## config.mk

```make
export PLATFORM = sky130hd
export DESIGN_NAME = mem_bus_ctrl
export DESIGN_NICKNAME = d
export VERILOG_FILES = /design/src/rtl/mem_bus_ctrl.sv
export SDC_FILE = /design/constraint.sdc
export NUM_CORES = 1
export LEC_CHECK = 0
export ABC_AREA = 1
export BUFFER_PORTS_ARGS = -buffer_cell sky130_fd_sc_hd__buf_2
export CORE_ASPECT_RATIO = 2
export CORE_UTILIZATION = 51
export DETAILED_ROUTE_END_ITERATION = 7
export GPL_ROUTABILITY_DRIVEN = 0
export MAX_ROUTING_LAYER = met4
export PLACE_DENSITY = 0.81
export SLEW_MARGIN = 20
export SYNTH_ARGS = -nofsm -noshare
export SYNTH_HDL_FRONTEND = slang
export SYNTH_SLANG_ARGS = --single-unit
```

## constraint.sdc

```tcl
create_clock -name clk -period 4.4 [get_ports clk]
set_clock_uncertainty 0.1 [all_clocks]
set_input_delay 0.22 -clock clk [delete_from_list [all_inputs] [get_ports clk]]
set_output_delay 0.22 -clock clk [all_outputs]
set_load 0.02 [all_outputs]
```

## src/rtl/mem_bus_ctrl.sv

```systemverilog
// CPU-side memory bus controller: routes single loads/stores to a synchronous RAM,
// a write-only LED register or a synchronized switch port, and flags illegal accesses.
module mem_bus_ctrl #(
    parameter int          RAM_WAIT = 0,
    parameter logic [8:0]  LED_ADDR = 9'h100,
    parameter logic [8:0]  SW_ADDR  = 9'h140
) (
    input  logic        clk,
    input  logic        reset,
    input  logic [1:0]  mem_cmd,
    input  logic [8:0]  mem_addr,
    input  logic [15:0] write_data,
    output logic [15:0] read_data,
    output logic        mem_ready,
    output logic [7:0]  ram_addr,
    output logic [15:0] ram_wdata,
    output logic        ram_we,
    input  logic [15:0] ram_rdata,
    input  logic [9:0]  sw,
    output logic [7:0]  led,
    output logic        err
);

    typedef enum logic [2:0] {
        IDLE     = 3'd0,
        RD_ISSUE = 3'd1,
        RD_WAIT  = 3'd2,
        WR       = 3'd3,
        DONE     = 3'd4
    } state_t;

    localparam logic [1:0] CMD_NONE  = 2'b00;
    localparam logic [1:0] CMD_READ  = 2'b01;
    localparam logic [1:0] CMD_WRITE = 2'b10;
    localparam logic [1:0] WAIT_LAST = 2'(RAM_WAIT);

    state_t      state;
    logic [7:0]  addr_q;
    logic [15:0] wdata_q;
    logic [1:0]  wait_cnt;
    logic [9:0]  sw_meta;
    logic [9:0]  sw_sync;

    logic is_ram;
    logic is_led;
    logic is_sw;

    // Decode the live address; it is only consulted in IDLE, the same edge it is captured
    assign is_ram = ~mem_addr[8];
    assign is_led = (mem_addr == LED_ADDR);
    assign is_sw  = (mem_addr == SW_ADDR);

    assign ram_addr  = addr_q;
    assign ram_wdata = wdata_q;
    assign ram_we    = (state == WR);
    assign mem_ready = (state == DONE);

    always_ff @(posedge clk or negedge reset) begin
        if (!reset) begin
            state     <= IDLE;
            addr_q    <= '0;
            wdata_q   <= '0;
            wait_cnt  <= '0;
            read_data <= '0;
            led       <= '0;
            err       <= 1'b0;
            sw_meta   <= '0;
            sw_sync   <= '0;
        end else begin
            sw_meta <= sw;
            sw_sync <= sw_meta;
            case (state)
                IDLE: begin
                    if (mem_cmd != CMD_NONE) begin
                        addr_q  <= mem_addr[7:0];
                        wdata_q <= write_data;
                        state   <= DONE;
                        // IO and illegal accesses finish in one cycle; only RAM takes the long path
                        case (mem_cmd)
                            CMD_READ: begin
                                if (is_ram) begin
                                    state <= RD_ISSUE;
                                end else if (is_sw) begin
                                    read_data <= {6'b0, sw_sync};
                                end else begin
                                    err       <= 1'b1;
                                    read_data <= '0;
                                end
                            end
                            CMD_WRITE: begin
                                if (is_ram) begin
                                    state <= WR;
                                end else if (is_led) begin
                                    led <= write_data[7:0];
                                end else begin
                                    err <= 1'b1;
                                end
                            end
                            default: err <= 1'b1;
                        endcase
                    end
                end
                RD_ISSUE: begin
                    wait_cnt <= '0;
                    state    <= RD_WAIT;
                end
                RD_WAIT: begin
                    if (wait_cnt == WAIT_LAST) begin
                        read_data <= ram_rdata;
                        state     <= DONE;
                    end else begin
                        wait_cnt <= wait_cnt + 2'd1;
                    end
                end
                WR:      state <= DONE;
                DONE:    state <= IDLE;
                default: state <= IDLE;
            endcase
        end
    end

endmodule

```

==> results.sh, run 1 <==
export IMPL_status="finished, violations left"
export IMPL_violations="DRC"
export IMPL_cts_root_buf="clkbuf_16"
export IMPL_final_cell_area_um2=4100
export IMPL_p_leak_nw=2.40
export IMPL_holdPathStages=3
export IMPL_drv_max_cap_violation_count=0
export IMPL_drt_pass1_iter_count=7
export IMPL_clock_sinks=74
export IMPL_crit_type="reg -> reg"
export IMPL_tns_ns=0
export IMPL_multi_input_area_um2=1040
export IMPL_syn_inst=338
export IMPL_cts_tree="done"
export IMPL_path_max_fanout=34
export IMPL_rsz0062_at_grt="false"
export IMPL_design_portCount=106
export IMPL_setup_viol=0
export IMPL_crit_slowest_cell="dfrtp_1"
export IMPL_wl_per_cell_um=12.3
export IMPL_seqCellArea_um2=1850
export IMPL_placed_area_um2=3630
export IMPL_syn_avg_cell_area_um2=9.15
export IMPL_syn_area_um2=3090
export IMPL_grt_pass1_vias=2529
export IMPL_viasPerCell=4.85
export IMPL_irDropWorstVdd_v=0.000434
export IMPL_synth_top_area_share_pct=59.9
export IMPL_nets=521
export IMPL_ys_types=25
export IMPL_die_h_um=112
export IMPL_ys_seq_area_share_pct=59.9
export IMPL_synth_most_common_cell="nand2_1"
export IMPL_area_delta_synth_final_pct=32.7
export IMPL_grt_pass1_wl_um=11000
export IMPL_holdWs_ns=0.00788
export IMPL_period_minus_slack_ns=1.95
export IMPL_synthesis_nets=397
export IMPL_path_cells="nor2_2 > nand2_2 > nor2_4 > inv_2 > nor2_1 > nand3_1 > nand2_1"
export IMPL_ys_warnings_count=0
export IMPL_grt_use_total_pct=23.4
export IMPL_ys_ff_latch=74
export IMPL_grt_overflow=0
export IMPL_slew_viol_final=0
export IMPL_vias=2555
export IMPL_worstHoldStart="write_data[13]"
export IMPL_ctsResizeCount=0
export IMPL_drc=12
export IMPL_slew_headroom_pct=34.7
export IMPL_r2r_end="err$_DFFE_PN0P_"
export IMPL_fp_dieW_um=57.1
export IMPL_cp_arrival_ns=2.12
export IMPL_drive_gt1_share_pct=30.7
export IMPL_finalWorstSetupSlack_ns=2.45
export IMPL_antenna_cells=0
export IMPL_antenna_found_initial=0
export IMPL_holdPathEnd="ram_wdata[13]$_DFFE_PN0P_"
export IMPL_place_ws_ns=2.31
export IMPL_max_stage_delay_ns=0.47
export IMPL_nFillCells=451
export IMPL_htree_levels=3
export IMPL_initial_core_util_pct=53.7
export IMPL_hold_path_class="in -> reg"
export IMPL_reg2reg_depth=7
export IMPL_period_share_pct=44.4
export IMPL_core_area_um2=5760
export IMPL_max_slew_worst_pin_slew_ns=0.975
export IMPL_hpwl_um=4430
export IMPL_drtAntennaViolNets=0
export IMPL_synth_area_leaders="dfrtp_1 (60%), nand2_1 (18%), nand3_1 (3.7%)"
export IMPL_dieArea_um2=6400
export IMPL_start_kind="register"
export IMPL_ys_flop_type="dfrtp_1"
export IMPL_p_per_area_nw_per_um2=572
export IMPL_worst_r2r_startpoint="state[0]$_DFFE_PN0P_"
export IMPL_crit_required_ns=4.57
export IMPL_drt_iter0_markers=116
export IMPL_hold_viol_final=0
export IMPL_fmax_ghz=0.512
export IMPL_synth_edf_count=0
export IMPL_async_flop_share_pct=100
export IMPL_rrSetupSlack_ns=2.45
export IMPL_synth_top_cells_by_count="nand2_1 (151), dfrtp_1 (74), inv_1 (30)"
export IMPL_routed_wirelength_um=6500
export IMPL_numCtsBuffers=9
export IMPL_cts_path_max_buffers=2
export IMPL_path_clk_slew_ns=0.05
export IMPL_io_buffer_count=105
export IMPL_grt_max_degree=75
export IMPL_yosysTopAreaCell="dfrtp_1"
export IMPL_end_kind="register"
export IMPL_rows=39
export IMPL_clk_insertion_delay_late_ns=0.32
## state kept, by name (all words and copies together), names as in the netlist
| register | cells |
|---|---|
| err | 1 |
| led | 8 |
| ram_addr | 8 |
| ram_wdata | 16 |
| read_data | 16 |
| state | 3 |
| sw_meta | 10 |
| sw_sync | 10 |
| wait_cnt | 2 |
## worst max-delay path: cells and delay by family (launching register included)
family | cells | cell delay [ns]
buffers and inverters | 1 | 0.35
flip-flops | 1 | 0.47
AND/OR/NAND/NOR | 6 | 0.96
## final cells by class
class	instances	share of cell area [%]
inverter	34	3.23
clock buffer	13	6.83
tap	61	1.86
sequential	74	45.1
timing repair buffer	123	17.3
clock inverter	2	0.244
multi-input combinational	220	25.4
## timing repair
item                                   in CTS  in global routing
hold buffers                               18                  0
setup endpoints to repair                   0                  0
endpoints found under the hold margin      91                  0
buffers inserted                            0                  0
## stage by stage
stage | std cells | util (%) | total power, W
floorplan | 338 | - | 0.00141
global placement | 494 | 63.1 | 0.00164
detailed placement | 494 | 63.1 | 0.00166
CTS | 527 | 71.2 | 0.00237
global route | 527 | 71.2 | 0.00248
finish | 527 | 71.2 | 0.00235
## layer usage
layer | routed length [um] | GRT usage (%) | share of wire [%] | up-vias
li1 | - | - | - | 1277
met3 | 309 | 5.53 | 4.8 | 20
met1 | 2510 | 25.4 | 39 | 1178
met2 | 3450 | 37.9 | 53 | 80
met5 | 0 | - | 0 | -
met4 | 233 | 14.3 | 3.6 | 0
## how the worst max path moves through the flow
stage / start / to / slack [ns]
after global placement: mem_addr[3] / led[2]$_DFFE_PN0P_ / 2.37
after global routing: state[0]$_DFFE_PN0P_ / err$_DFFE_PN0P_ / 2.24
after CTS: state[0]$_DFFE_PN0P_ / err$_DFFE_PN0P_ / 2.43
after floorplan: state[0]$_DFFE_PN0P_ / led[5]$_DFFE_PN0P_ / 2.92
after detailed placement: mem_addr[3] / led[3]$_DFFE_PN0P_ / 2.31
final: state[0]$_DFFE_PN0P_ / err$_DFFE_PN0P_ / 2.45
## placed cells by master, fill, tap and decap left out, types with 2 or more instances in the layout
master / synthesis / routed
buf_2: 7 / 104
clkbuf_16: 0 / 9
clkbuf_8: 0 / 4
clkinv_2: 0 / 2
dfrtp_1: 74 / 74
dlygate4sd3_1: 0 / 18
ha_1: 4 / 4
inv_1: 30 / 30
inv_2: 3 / 3
nand2_1: 151 / 151
nand2_2: 2 / 2
nand2_4: 3 / 3
nand3_1: 23 / 23
nor2_1: 8 / 8
nor2_4: 2 / 2
o21ai_0: 3 / 3
o21ai_1: 9 / 9
o21ai_2: 8 / 8
## cell families after synthesis
kind of cell / Yosys count / share of synthesized area (%)
flip-flops: 74 / 59.9
AO/OA/AOI/OAI: 21 / 4.37
adder cells (fa/ha/maj): 4 / 1.62
buffers and inverters: 44 / 6.39
AND/OR/NAND/NOR: 195 / 27.7
## report_power, final
part           switching [W]  total [W]  internal, W  leakage (nW)
logic               0.000497   0.000729     0.000232          1.32
registers          0.0000832   0.000930     0.000847         0.933
clock network       0.000251   0.000689     0.000437         0.147
total               0.000831    0.00235      0.00152          2.40
Power figures use the tool's default switching activity.
==> run 2, diff against run 1 <==
--- a/config.mk
+++ b/config.mk
@@ -5,14 +5,14 @@
 export SDC_FILE = /design/constraint.sdc
 export NUM_CORES = 1
 export LEC_CHECK = 0
-export ABC_AREA = 1
+export ABC_AREA = 0
 export BUFFER_PORTS_ARGS = -buffer_cell sky130_fd_sc_hd__buf_2
 export CORE_ASPECT_RATIO = 2
-export CORE_UTILIZATION = 51
+export CORE_UTILIZATION = 49
 export DETAILED_ROUTE_END_ITERATION = 7
 export GPL_ROUTABILITY_DRIVEN = 0
 export MAX_ROUTING_LAYER = met4
-export PLACE_DENSITY = 0.81
+export PLACE_DENSITY = 0.79
 export SLEW_MARGIN = 20
 export SYNTH_ARGS = -nofsm -noshare
 export SYNTH_HDL_FRONTEND = slang
==> constraint.sdc (replaced) <==
create_clock -name clk -period 1.8 [get_ports clk]
set_clock_uncertainty 0.1 [all_clocks]
set_input_delay 0.09 -clock clk [delete_from_list [all_inputs] [get_ports clk]]
set_output_delay 0.09 -clock clk [all_outputs]
set_load 0.02 [all_outputs]
==> results.sh, run 2 <==
export IMPL_drc=6
export IMPL_clk_insertion_delay_late_ns=0.33
export IMPL_ys_types=36
export IMPL_start_kind="input pin"
export IMPL_period_share_pct=94.7
export IMPL_slew_viol_final=0
export IMPL_synth_compound_area_share_pct=11.1
export IMPL_drt_iter0_markers=70
export IMPL_finalWorstSetupSlack_ns=0.0947
export IMPL_violations="DRC"
export IMPL_synth_top_cells_by_count="dfrtp_1 (74), mux2_2 (32), and2_1 (11)"
export IMPL_ys_seq_area_share_pct=62.5
export IMPL_routed_wirelength_um=7440
export IMPL_viasPerCell=5.50
export IMPL_core_area_um2=5760
export IMPL_hold_path_class="in -> reg"
export IMPL_grt_use_total_pct=25.9
export IMPL_path_max_fanout=8
export IMPL_synthSimpleGateAreaFrac_pct=9.59
export IMPL_rows=39
export IMPL_synth_most_common_cell="dfrtp_1"
export IMPL_cts_root_buf="clkbuf_16"
export IMPL_p_leak_nw=2.11
export IMPL_async_flop_share_pct=100
export IMPL_tns_ns=0
export IMPL_drt_pass1_iter_count=6
export IMPL_initial_core_util_pct=51.4
export IMPL_crit_required_ns=1.91
export IMPL_p_per_area_nw_per_um2=1580
export IMPL_drtAntennaViolNets=0
export IMPL_swShare_pct=34.1
export IMPL_p_comb_share_pct=37.1
export IMPL_crit_type="in -> reg"
export IMPL_grt_pass1_vias=2557
export IMPL_max_slew_worst_pin_slew_ns=0.466
export IMPL_irDropWorstVdd_v=0.00121
export IMPL_fp_dieW_um=57.0
export IMPL_end_kind="register"
export IMPL_numCtsBuffers=9
export IMPL_die_h_um=112
export IMPL_status="finished, violations left"
export IMPL_synthesis_nets=267
export IMPL_synth_top_area_share_pct=62.5
export IMPL_drive_gt1_share_pct=45.8
export IMPL_design_portCount=106
export IMPL_period_minus_slack_ns=1.71
export IMPL_yosysTopAreaCell="dfrtp_1"
export IMPL_cts_tree="done"
export IMPL_hpwl_um=4840
export IMPL_syn_avg_cell_area_um2=14.2
export IMPL_layout_commonest_cell="buf_2"
export IMPL_area_delta_synth_final_pct=48.5
export IMPL_antenna_found_initial=0
export IMPL_internal_power_w=0.00456
export IMPL_ys_warnings_count=0
export IMPL_antenna_cells=0
export IMPL_power_switching_w=0.00236
export IMPL_io_buffer_count=105
export IMPL_startpoint="mem_addr[1]"
export IMPL_slew_headroom_pct=68.8
export IMPL_cts_setup_buffers=0
export IMPL_nets=425
export IMPL_synth_top_family_by_area="multiplexers"
export IMPL_cp_arrival_ns=1.81
export IMPL_rsz0062_at_grt="false"
export IMPL_path_clk_slew_ns=0.06
export IMPL_hold_viol_final=0
export IMPL_grt_max_degree=39
export IMPL_syn_area_um2=2960
export IMPL_fmax_ghz=0.586
export IMPL_ys_flop_type="dfrtp_1"
export IMPL_setup_viol=0
export IMPL_p_clk_share_pct=27.4
export IMPL_grt_pass1_wl_um=11900
export IMPL_drv_max_cap_violation_count=0
export IMPL_syn_inst=208
export IMPL_clock_sinks=74
export IMPL_synth_mux_area_fraction_pct=12.5
export IMPL_place_ws_ns=0.00359
export IMPL_worstHoldStart="ram_rdata[5]"
export IMPL_yosys_area_share_xor_xnor_pct=0
export IMPL_dieArea_um2=6380
export IMPL_synth_edf_count=0
export IMPL_pwr_share_seq_pct=35.5
export IMPL_final_cell_mix="buf_2 (104), dfrtp_1 (74), dlygate4sd3_1 (44)"
export IMPL_worst_r2r_startpoint="state[0]$_DFFE_PN0P_"
export IMPL_synthAdderAreaFrac_pct=1.69
export IMPL_vias=2377
export IMPL_grt_overflow=0
export IMPL_htree_levels=3
export IMPL_cts_path_max_buffers=2
export IMPL_wl_per_cell_um=17.2
export IMPL_ys_ff_latch=74
export IMPL_synth_area_leaders="dfrtp_1 (63%), mux2_2 (12%), a221oi_1 (3.0%)"
==> run 2: changes by cell type in the layout (fill, tap and decap cells not counted), sizes merged, moves of 10 or more <==
cell | before | now
nand2 | 157 | 1
mux2 | 0 | 32
inv | 34 | 6
dlygate4sd3 | 18 | 44
nand3 | 24 | 0
o21ai | 20 | 3
and2 | 0 | 11
buf | 105 | 116
nand4 | 0 | 11
a221oi | 0 | 10
a2bb2oi | 0 | 10
nor2 | 12 | 2
==> run 2: timing repair <==
item                       in CTS  in global routing
hold endpoints to repair       87                  0
hold buffers                   44                  0
resized for setup               0                  3
setup endpoints to repair       0                 22
==> run 2: worst paths after layout <==
| check | end | slack, ns | cells after the start |
|---|---|---|---|
| max | led[5]$_DFFE_PN0P_ | 0.09 | 5 |
| max in group asynchronous | sw_meta[6]$_DFF_PN0_ | 0.87 | 3 |
| max reg2reg | read_data[7]$_DFFE_PN0P_ | 0.10 | 4 |
| min in group asynchronous | ram_wdata[6]$_DFFE_PN0P_ | 0.18 | 2 |
| min reg2reg | sw_sync[5]$_DFF_PN0_ | 0.24 | 0 |
| min | read_data[5]$_DFFE_PN0P_ | 0.008 | 3 |
==> run 2: per-layer routing <==
metal  wire, um  vias up  global-route usage, %
li1           -     1096                      -
met1       2690     1195                   27.1
met2       4260       66                   44.3
met3        286       20                   7.08
met4        206        0                   11.5
met5          0        -                      -
==> run 2: layout make-up <==
class | count | area, um2
clock buffers | 11 | 243
clock inverters | 5 | 77.6
fillers | 383 | 1360
inverters | 6 | 22.5
multi-input cells | 115 | 1050
flip-flops and latches | 74 | 1850
well taps | 61 | 76.3
repair buffers | 160 | 1080
==> run 2: worst max-delay path, cell delays in order <==
cell and delay [ns]:
dlygate4sd3_1 0.53, buf_2 0.13, nor4b_2 0.47, nand4_4 0.25, mux2_2 0.34
==> run 2: power groups by stage <==
stage               registers [W]  clock network (W)  logic, W
finish                    0.00246            0.00190   0.00257
global route              0.00251            0.00199   0.00274
CTS                       0.00245            0.00191   0.00257
detailed placement        0.00247                  0   0.00248
global placement          0.00244                  0   0.00243
floorplan                 0.00299                  0   0.00106
==> run 2: logic make-up (layout without fill, tap and decap cells) <==
| group | Yosys count | in the layout |
|---|---|---|
| AND/OR/NAND/NOR | 38 | 38 |
| AO/OA/AOI/OAI | 40 | 40 |
| flip-flops | 74 | 74 |
| multiplexers | 33 | 33 |
| adder cells (fa/ha/maj) | 4 | 4 |
| buffers and inverters | 19 | 182 |
==> run 2: metrics by stage <==
step	area, um2	total power (W)	utilization (%)	std cells	hold WS, ns
2_1_floorplan	2960	0.00405	-	208	-0.306
3_3_place_gp	3630	0.00488	63.0	372	-0.0250
3_5_place_dp	3630	0.00495	63.0	372	-0.0195
4_1_cts	4390	0.00693	76.2	432	0.00357
5_1_grt	4400	0.00724	76.4	432	0.0259
6_report	4400	0.00693	76.4	432	0.00784
